===== src/rtl/lsu_mem_ctrl_if.sv =====
// Request/response and data-memory port bundle for the load/store controller.
// master = requester plus memory side (testbench/core); slave = lsu_mem_ctrl.
interface lsu_mem_ctrl_if #(
    parameter int ADDR_W = 10
);
    logic              req_valid;
    logic              req_ready;
    logic              req_we;
    logic [2:0]        req_funct3;
    logic [31:0]       req_addr;
    logic [31:0]       req_wdata;

    logic              resp_valid;
    logic              resp_err;
    logic [31:0]       resp_rdata;

    logic              mem_we;
    logic [3:0]        mem_byteEnable;
    logic [ADDR_W-1:0] mem_a;
    logic [31:0]       mem_wd;
    logic [31:0]       mem_rd;

    modport master (
        output req_valid, req_we, req_funct3, req_addr, req_wdata, mem_rd,
        input  req_ready, resp_valid, resp_err, resp_rdata,
        input  mem_we, mem_byteEnable, mem_a, mem_wd
    );

    modport slave (
        input  req_valid, req_we, req_funct3, req_addr, req_wdata, mem_rd,
        output req_ready, resp_valid, resp_err, resp_rdata,
        output mem_we, mem_byteEnable, mem_a, mem_wd
    );
endinterface


===== src/rtl/lsu_mem_ctrl.sv =====
// Load/store controller: decodes funct3, drives the byte-enable write port,
// waits out the synchronous read latency and returns extended load data.
//
// state   | meaning
// IDLE    | ready for a request; illegal requests go straight to RESP
// WRITE   | single cycle with mem_we and lane enables asserted
// READ    | address held while the read latency counter runs down
// RESP    | one-cycle resp_valid pulse with err/rdata
module lsu_mem_ctrl #(
    parameter int ADDR_W       = 10,
    parameter int READ_LATENCY = 1
) (
    input  logic          clk,
    input  logic          reset,
    lsu_mem_ctrl_if.slave bus
);

    typedef enum logic [1:0] {
        S_IDLE  = 2'd0,
        S_WRITE = 2'd1,
        S_READ  = 2'd2,
        S_RESP  = 2'd3
    } state_t;

    state_t            state_q, state_d;
    logic [1:0]        addr_lo_q, addr_lo_d;
    logic [2:0]        funct3_q, funct3_d;
    logic [1:0]        cnt_q, cnt_d;
    logic              req_ready_q, req_ready_d;
    logic              resp_valid_q, resp_valid_d;
    logic              resp_err_q, resp_err_d;
    logic [31:0]       resp_rdata_q, resp_rdata_d;
    logic              mem_we_q, mem_we_d;
    logic [3:0]        mem_be_q, mem_be_d;
    logic [ADDR_W-1:0] mem_a_q, mem_a_d;
    logic [31:0]       mem_wd_q, mem_wd_d;

    // Address bits above the memory window wrap and are deliberately ignored.
    logic unused_addr_hi;
    assign unused_addr_hi = ^bus.req_addr[31:ADDR_W+2];

    function automatic logic is_illegal(input logic we, input logic [2:0] f3,
                                        input logic [1:0] a);
        logic bad_f3;
        logic misaligned;
        if (we) begin
            bad_f3 = f3[2] | (f3[1:0] == 2'b11);
        end else begin
            bad_f3 = (f3 == 3'b011) || (f3 == 3'b110) || (f3 == 3'b111);
        end
        misaligned = ((f3[1:0] == 2'b01) && a[0]) ||
                     ((f3[1:0] == 2'b10) && (a != 2'b00));
        return bad_f3 | misaligned;
    endfunction

    function automatic logic [31:0] load_extract(input logic [2:0] f3,
                                                 input logic [1:0] a,
                                                 input logic [31:0] rd);
        logic [7:0]  b;
        logic [15:0] h;
        logic [31:0] r;
        b = rd[{a, 3'b000} +: 8];
        h = a[1] ? rd[31:16] : rd[15:0];
        case (f3[1:0])
            2'b00:   r = {{24{b[7] & ~f3[2]}}, b};
            2'b01:   r = {{16{h[15] & ~f3[2]}}, h};
            default: r = rd;
        endcase
        return r;
    endfunction

    always_comb begin
        state_d      = state_q;
        addr_lo_d    = addr_lo_q;
        funct3_d     = funct3_q;
        cnt_d        = cnt_q;
        req_ready_d  = 1'b0;
        resp_valid_d = 1'b0;
        resp_err_d   = 1'b0;
        resp_rdata_d = 32'd0;
        mem_we_d     = 1'b0;
        mem_be_d     = 4'b0000;
        mem_a_d      = mem_a_q;
        mem_wd_d     = mem_wd_q;

        // Outputs are registered, so each one is computed for the state being entered.
        case (state_q)
            S_IDLE: begin
                if (bus.req_valid) begin
                    addr_lo_d = bus.req_addr[1:0];
                    funct3_d  = bus.req_funct3;
                    if (is_illegal(bus.req_we, bus.req_funct3, bus.req_addr[1:0])) begin
                        state_d      = S_RESP;
                        resp_valid_d = 1'b1;
                        resp_err_d   = 1'b1;
                    end else if (bus.req_we) begin
                        state_d  = S_WRITE;
                        mem_we_d = 1'b1;
                        mem_a_d  = bus.req_addr[ADDR_W+1:2];
                        case (bus.req_funct3[1:0])
                            2'b00: begin
                                mem_be_d = 4'b0001 << bus.req_addr[1:0];
                                mem_wd_d = {4{bus.req_wdata[7:0]}};
                            end
                            2'b01: begin
                                mem_be_d = bus.req_addr[1] ? 4'b1100 : 4'b0011;
                                mem_wd_d = {2{bus.req_wdata[15:0]}};
                            end
                            default: begin
                                mem_be_d = 4'b1111;
                                mem_wd_d = bus.req_wdata;
                            end
                        endcase
                    end else begin
                        state_d = S_READ;
                        mem_a_d = bus.req_addr[ADDR_W+1:2];
                        cnt_d   = 2'(READ_LATENCY);
                    end
                end else begin
                    req_ready_d = 1'b1;
                end
            end
            S_WRITE: begin
                state_d      = S_RESP;
                resp_valid_d = 1'b1;
            end
            S_READ: begin
                if (cnt_q == 2'd0) begin
                    state_d      = S_RESP;
                    resp_valid_d = 1'b1;
                    resp_rdata_d = load_extract(funct3_q, addr_lo_q, bus.mem_rd);
                end else begin
                    cnt_d = cnt_q - 2'd1;
                end
            end
            S_RESP: begin
                state_d     = S_IDLE;
                req_ready_d = 1'b1;
            end
            default: begin
                state_d     = S_IDLE;
                req_ready_d = 1'b1;
            end
        endcase
    end

    always_ff @(posedge clk or posedge reset) begin
        if (reset) begin
            state_q      <= S_IDLE;
            addr_lo_q    <= 2'd0;
            funct3_q     <= 3'd0;
            cnt_q        <= 2'd0;
            req_ready_q  <= 1'b1;
            resp_valid_q <= 1'b0;
            resp_err_q   <= 1'b0;
            resp_rdata_q <= 32'd0;
            mem_we_q     <= 1'b0;
            mem_be_q     <= 4'b0000;
            mem_a_q      <= '0;
            mem_wd_q     <= 32'd0;
        end else begin
            state_q      <= state_d;
            addr_lo_q    <= addr_lo_d;
            funct3_q     <= funct3_d;
            cnt_q        <= cnt_d;
            req_ready_q  <= req_ready_d;
            resp_valid_q <= resp_valid_d;
            resp_err_q   <= resp_err_d;
            resp_rdata_q <= resp_rdata_d;
            mem_we_q     <= mem_we_d;
            mem_be_q     <= mem_be_d;
            mem_a_q      <= mem_a_d;
            mem_wd_q     <= mem_wd_d;
        end
    end

    assign bus.req_ready      = req_ready_q;
    assign bus.resp_valid     = resp_valid_q;
    assign bus.resp_err       = resp_err_q;
    assign bus.resp_rdata     = resp_rdata_q;
    assign bus.mem_we         = mem_we_q;
    assign bus.mem_byteEnable = mem_be_q;
    assign bus.mem_a          = mem_a_q;
    assign bus.mem_wd         = mem_wd_q;

endmodule


===== src/flat_wrapper.sv =====
// flat-port wrapper written by rule: the top's interface ports become plain ports
module lsu_mem_ctrl_flat 
#(
    parameter int ADDR_W       = 10,
    parameter int READ_LATENCY = 1
)
  (clk, reset, bus_req_valid, bus_req_we, bus_req_funct3, bus_req_addr, bus_req_wdata, bus_mem_rd, bus_req_ready, bus_resp_valid, bus_resp_err, bus_resp_rdata, bus_mem_we, bus_mem_byteEnable, bus_mem_a, bus_mem_wd);
  lsu_mem_ctrl_if #(.ADDR_W(ADDR_W)) bus_i ();
  input  logic clk;
  input  logic reset;
  input wire logic [$bits(bus_i.req_valid)-1:0] bus_req_valid;
  input wire logic [$bits(bus_i.req_we)-1:0] bus_req_we;
  input wire logic [$bits(bus_i.req_funct3)-1:0] bus_req_funct3;
  input wire logic [$bits(bus_i.req_addr)-1:0] bus_req_addr;
  input wire logic [$bits(bus_i.req_wdata)-1:0] bus_req_wdata;
  input wire logic [$bits(bus_i.mem_rd)-1:0] bus_mem_rd;
  output wire logic [$bits(bus_i.req_ready)-1:0] bus_req_ready;
  output wire logic [$bits(bus_i.resp_valid)-1:0] bus_resp_valid;
  output wire logic [$bits(bus_i.resp_err)-1:0] bus_resp_err;
  output wire logic [$bits(bus_i.resp_rdata)-1:0] bus_resp_rdata;
  output wire logic [$bits(bus_i.mem_we)-1:0] bus_mem_we;
  output wire logic [$bits(bus_i.mem_byteEnable)-1:0] bus_mem_byteEnable;
  output wire logic [$bits(bus_i.mem_a)-1:0] bus_mem_a;
  output wire logic [$bits(bus_i.mem_wd)-1:0] bus_mem_wd;
  assign bus_i.req_valid = bus_req_valid;
  assign bus_i.req_we = bus_req_we;
  assign bus_i.req_funct3 = bus_req_funct3;
  assign bus_i.req_addr = bus_req_addr;
  assign bus_i.req_wdata = bus_req_wdata;
  assign bus_i.mem_rd = bus_mem_rd;
  assign bus_req_ready = bus_i.req_ready;
  assign bus_resp_valid = bus_i.resp_valid;
  assign bus_resp_err = bus_i.resp_err;
  assign bus_resp_rdata = bus_i.resp_rdata;
  assign bus_mem_we = bus_i.mem_we;
  assign bus_mem_byteEnable = bus_i.mem_byteEnable;
  assign bus_mem_a = bus_i.mem_a;
  assign bus_mem_wd = bus_i.mem_wd;
  lsu_mem_ctrl #(.ADDR_W(ADDR_W), .READ_LATENCY(READ_LATENCY)) u_core (.clk(clk), .reset(reset), .bus(bus_i));
endmodule

===== config.mk =====
export PLATFORM = sky130hd
export DESIGN_NAME = lsu_mem_ctrl_flat
export DESIGN_NICKNAME = d
export VERILOG_FILES = /design/src/rtl/lsu_mem_ctrl_if.sv /design/src/rtl/lsu_mem_ctrl.sv /design/src/flat_wrapper.sv
export SDC_FILE = /design/constraint.sdc
export NUM_CORES = 1
export LEC_CHECK = 0
export CAP_MARGIN = 20
export CORE_MARGIN = 5
export CORE_UTILIZATION = 50
export DETAILED_ROUTE_END_ITERATION = 10
export DONT_BUFFER_PORTS = 1
export GPL_TIMING_DRIVEN = 0
export REMOVE_ABC_BUFFERS = 1
export SYNTH_ARGS = -nofsm -noshare
export SYNTH_HDL_FRONTEND = slang
export SYNTH_SLANG_ARGS = --single-unit

===== constraint.sdc =====
create_clock -name clk -period 3.03 [get_ports clk]
set_clock_uncertainty 0.15 [all_clocks]
set_input_delay 0.303 -clock clk [delete_from_list [all_inputs] [get_ports clk]]
set_output_delay 0.303 -clock clk [all_outputs]
set_load 0.005 [all_outputs]

# Word-level counts from Yosys, hierarchy flattened
# Cells that the tools add are included.
[totals]
register_bits = 91
latchBits = 0
ram_bits = 0
romBits = 0
inputBits = 103
memories = 0
[op_classes]
addsub = 1
mul = 0
div_mod_pow = 0
magnitude_cmp = 0
n_eq_ne = 15
shifts = 2
n_mux = 35
bitwise = 6
n_reduce_logical = 16
[ops]
columns = ["cell", "n"]
rows = [
  ["$pmux W32 S2", 2],
  ["$mux W32", 2],
  ["$shiftx A32 B6 Y8", 1],
  ["$mux W4", 5],
  ["$mux W16", 1],
  ["$mux W2", 8],
  ["$mux W1", 12],
  ["$eq A2 B2 Y1 const B", 4],
  ["$logic_not A2 Y1", 4],
  ["$ne A2 B2 Y1 const B", 4],
  ["$pmux W2 S4", 1],
  ["$pmux W4 S2", 1],
  ["$eq A2 B1 Y1 const B", 3],
  ["$eq A3 B3 Y1 const B", 2],
  ["$reduce_and A5 Y1", 1],
  ["$pmux W2 S2", 1],
  ["$reduce_and A2 Y1", 2],
  ["$reduce_and A4 Y1", 1],
  ["$reduce_bool A2 Y1", 2],
  ["$shl A1 B2 Y4 const A", 1],
  ["$eq A3 B2 Y1 const B", 1],
  ["$logic_or A1 B1 Y1", 3],
  ["$pmux W1 S3", 1],
  ["$reduce_and A3 Y1", 1],
  ["7 further kinds", 11],
]

# Longest topological paths before layout
[logic_depth]
word_depth = 10
mapped_depth = 8
ltp_nobuf = 6

# Least setup slack after synthesis
# No wires, ideal clock.
[synth_timing]
path_kind = "register to register"
startpoint = "register u_core.state_q[0]"
endpoint = "register u_core.mem_wd_q[0] (netlist: u_core.bus.mem_wd[0])"
setup_time_ns = 0.125
arrival_time_ns = 1.801
required_time_ns = 2.755
path_slack_ns = 0.954
path_stages_with_launch = 9
path_cell_list = "dfrtp_1 > inv_1 > ha_1 > clkbuf_1 > nand3_1 > and2b_1 > buf_6 > buf_6 > mux2_2"
[synth_via]
elab_chain_len = 2
[synth_lines]
columns = ["item", "line_no", "source"]
rows = [
  ["start, declared", "lsu_mem_ctrl.sv:25", "state_t state_q, state_d;"],
  ["start signal, assigned", "lsu_mem_ctrl.sv:162", "state_q <= state_d;"],
  ["$logic_not A2 Y1", "lsu_mem_ctrl.sv:87", "case (state_q)"],
  ["$reduce_and A4 Y1 (no line)", "--", ""],
  ["end signal, assigned", "lsu_mem_ctrl.sv:173", "mem_wd_q <= mem_wd_d;"],
  ["end, declared", "lsu_mem_ctrl.sv:36", "logic [31:0] mem_wd_q, mem_wd_d;"],
]
# No other way between the ends.
# A chain may end at the register's enable or synchronous reset.

# Worst setup path after layout
[layout_timing]
startpoint = "register u_core.state_q[1]"
endpoint = "register u_core.mem_be_q[1] (netlist: u_core.bus.mem_byteEnable[1])"
[layout_via]
elab_chain_len = 2
[layout_lines]
columns = ["item", "line_no", "source"]
rows = [
  ["$logic_not A2 Y1", "lsu_mem_ctrl.sv:87", ""],
  ["$mux W4", "lsu_mem_ctrl.sv:87", ""],
  ["via u_core.mem_be_d[1]", "lsu_mem_ctrl.sv:34", "logic [3:0] mem_be_q, mem_be_d;"],
  ["end signal, assigned", "lsu_mem_ctrl.sv:171", "mem_be_q <= mem_be_d;"],
  ["end, declared", "lsu_mem_ctrl.sv:34", ""],
]
# The timed path passes the listed nets, and every way through them passes these cells.

==> impl_metrics.json <==
{
  "status": "completed",
  "place_area_um2": 4408,
  "cts_buffers": 9,
  "grtUsageTotal": 0.2038,
  "num_rows": 34,
  "grt_max_degree": 56,
  "clkPwrFrac": 0.195,
  "grt_setup_unrepaired": "false",
  "clock-sinks": 91,
  "core-area_um2": 8593,
  "leakage_nw": 2.431,
  "overflow": 0,
  "worstSetupPathType": "reg -> reg",
  "drtPass1Iterations": 4,
  "setup_violations": 0,
  "synthArstFlopShare": 1.000,
  "cap_violations": 0,
  "internal_power_w": 0.002576,
  "via_per_inst": 5.648,
  "syn-instance-count": 385,
  "drc": 0,
  "cp.arrival_ps": 2990,
  "synthFlopType": "dfrtp_1",
  "total_power_w": 0.003982,
  "root_buffer": "clkbuf_8",
  "tritoncts": "done",
  "post-route-period-util": 0.9436,
  "path_clk_slew_ps": 90,
  "drtIter0Drc": 107,
  "die-area_um2": 10700,
  "clk-insertion-delay-late_ps": 350,
  "cts_max_level": 3,
  "areaGrowthSynthToFinish_pct": 19.58,
  "cp-end-kind": "register",
  "syn-cell-area_um2": 4364,
  "yosys_register_bits": 91,
  "port_buffers": 0,
  "grt_pass1_wl_um": 16880,
  "ir_drop_mv": 0.3523,
  "antenna_found_initial": 0,
  "required_ps": 3160,
  "io_pins": 185,
  "gp_congestion": 0.7535,
  "post_cts_resized": 0,
  "path_max_fanout": 36,
  "die_y_um": 103.4,
  "avgSynthCellArea_um2": 11.34,
  "ys_types": 42,
  "seqPwrFrac": 0.495,
  "final_max_slew_viol_count": 0,
  "grt_pass1_vias": 3237,
  "synth_edf_count": 0,
  "fp.dieW_um": 103.4,
  "postRouteAntennaNets": 0,
  "hold_viol": 0,
  "dp_hpwl_um": 6854,
  "wirelength_um": 10690,
  "wl_per_cell_um": 19.51,
  "initial_core_util": 0.5079,
  "post-route-min-period_ps": 2859,
  "num_vias": 3095,
  "final_cells": 548,
  "tightest_slew_ps": 801.6,
  "synth_seq_area_share": 0.5221,
  "dp_cells": 472,
  "diodes": 0,
  "final_cell_area_um2": 5219,
  "cts_buffer_depth": 2,
  "switching_share": 0.3530,
  "worst_setup_path_start_kind": "register",
  "pwr-share-comb": 0.309,
  "yosys_warnings": 0,
  "relSlewSlack": 0.4656,
  "p_switching_w": 0.001406,
  "fmax_mhz": 349.8,
  "p_per_area_nw_per_um2": 762.9,
  "min_path_type": "in -> reg",
  "nets": 544,
  "drive_gt1_frac": 0.1932,
  "n_fill_cell": 705
}
[logic make-up (layout without fill, tap and decap cells)]
kind of cell,Yosys count,after routing,share of synthesized area
DFF,91,91,0.5221
and+or+nand+nor,64,64,0.06967
AOI/OAI and AO/OA,88,88,0.1382
buffers and inverters,62,117,0.06422
muxes,74,74,0.1886
adders and majority gates,6,6,0.01720
[path summary, 6_finish.rpt]
check,startpoint,end,slack [ps],cells after the start
max,u_core.state_q[1],u_core.bus.mem_byteEnable[1],170,6
min,bus_mem_rd[30],u_core.bus.resp_rdata[14],30,2
max reg2reg,u_core.state_q[1],u_core.bus.mem_byteEnable[1],170,6
min reg2reg,u_core.bus.mem_wd[21],u_core.bus.mem_wd[21],380,1
max in group asynchronous,reset,u_core.bus.req_ready,1740,3
min in group asynchronous,reset,u_core.bus.mem_we,300,2
[cells in the final DEF (no fill, tap or decap), drive strengths merged, types with 2 or more instances in the layout]
cell type / Yosys / routed
mux2: 63 / 63
nor2b: 6 / 6
nor2: 28 / 28
inv: 39 / 40
o22ai: 10 / 10
o21ai: 12 / 12
ha: 6 / 6
dfrtp: 90 / 90
a21o: 3 / 3
nand2b: 4 / 4
dlygate4sd3: 0 / 58
o31ai: 2 / 2
a311oi: 2 / 2
clkbuf: 9 / 11
clkinvlp: 0 / 3
a21oi: 22 / 22
a221oi: 7 / 7
o21a: 3 / 3
buf: 14 / 4
nand3: 3 / 3
a2111oi: 8 / 8
nand2: 13 / 13
mux2i: 11 / 11
nor3: 4 / 4
a211oi: 14 / 14
[stage by stage]
stage | utilization | worst slack (ps) | setup TNS [ps] | hold slack (ps)
after floorplan | - | 215.0 | 0 | 230.8
after global placement | 0.5080 | -755.2 | -68000 | 243.0
after detailed placement | 0.5130 | 95.20 | 0 | 92.01
after CTS | 0.6024 | 86.62 | 0 | 4.498
after global routing | 0.6073 | 40.71 | 0 | 3.882
final | 0.6073 | 170.9 | 0 | 29.22
[power by group through the flow]
stage	clock network (W)	registers, W	logic (W)
finish	0.000778	0.00197	0.00123
global route	0.000853	0.00204	0.00138
CTS	0.000803	0.00207	0.00108
detailed placement	0	0.00209	0.00101
global placement	0	0.00208	0.000963
floorplan	0	0.00193	0.000845
[cell type report]
cell class / count / area (um2) / area share
Multi-Input combinational cell: 232 / 1807 / 0.3462
Clock inverter: 5 / 36.28 / 0.006953
Inverter: 39 / 148.9 / 0.02853
Timing Repair Buffer: 62 / 661.9 / 0.1268
Tap cell: 108 / 135.1 / 0.02589
Clock buffer: 11 / 151.4 / 0.02901
Sequential cell: 91 / 2278 / 0.4366
[per-layer routing]
layer / wire length [um] / global-route usage / share of wire
met3: 1026 / 0.06573 / 0.096
met4: 189 / 0.07371 / 0.018
met1: 4320 / 0.2609 / 0.40
met5: 0 / 0 / 0
met2: 5156 / 0.3245 / 0.48
[critical path: stages (launching register included)]
cell	delay, ps
dfrtp_1	430
inv_1	120
ha_1	380
nand3_1	160
and2b_2	770
o21a_1	220
dlygate4sd3_1	560
[what timing repair did]
item / in CTS / in global routing
hold buffers: 58 / 0
setup buffers: 0 / 0
endpoints found under the hold margin: 95 / 0
[cell usage after synthesis, types with 2 or more instances]
library cell	number	area (um2)
a21oi_1	22	110.1
nor3_1	4	20.02
clkbuf_1	9	33.78
o21ai_0	11	55.05
inv_1	39	146.4
o22ai_1	10	62.56
nor2b_1	6	37.54
a221oi_1	7	61.31
a211oi_1	14	105.1
buf_6	5	56.30
nor2_1	28	105.1
ha_1	6	75.07
nand2_1	13	48.80
buf_2	8	40.04
o21a_1	3	22.52
dfrtp_1	90	2252
mux2i_1	11	110.1
mux2_1	5	56.30
a2111oi_0	8	70.07
mux2_2	57	641.9
a311oi_1	2	17.52
a21o_1	3	22.52
nand3_1	2	10.01
nand2b_1	4	25.02
[sequential cells by signal, indices dropped and copies added, names as in the netlist]
signal	flops
u_core.bus.resp_err	1
u_core.addr_lo_q	2
u_core.state_q	2
u_core.bus.resp_valid	1
u_core.bus.resp_rdata	32
u_core.bus.mem_byteEnable	4
u_core.bus.mem_wd	32
u_core.bus.req_ready	1
u_core.funct3_q	3
u_core.bus.mem_we	1
u_core.cnt_q	2
u_core.bus.mem_a	10
No activity file was read; power rests on OpenSTA's default activity.
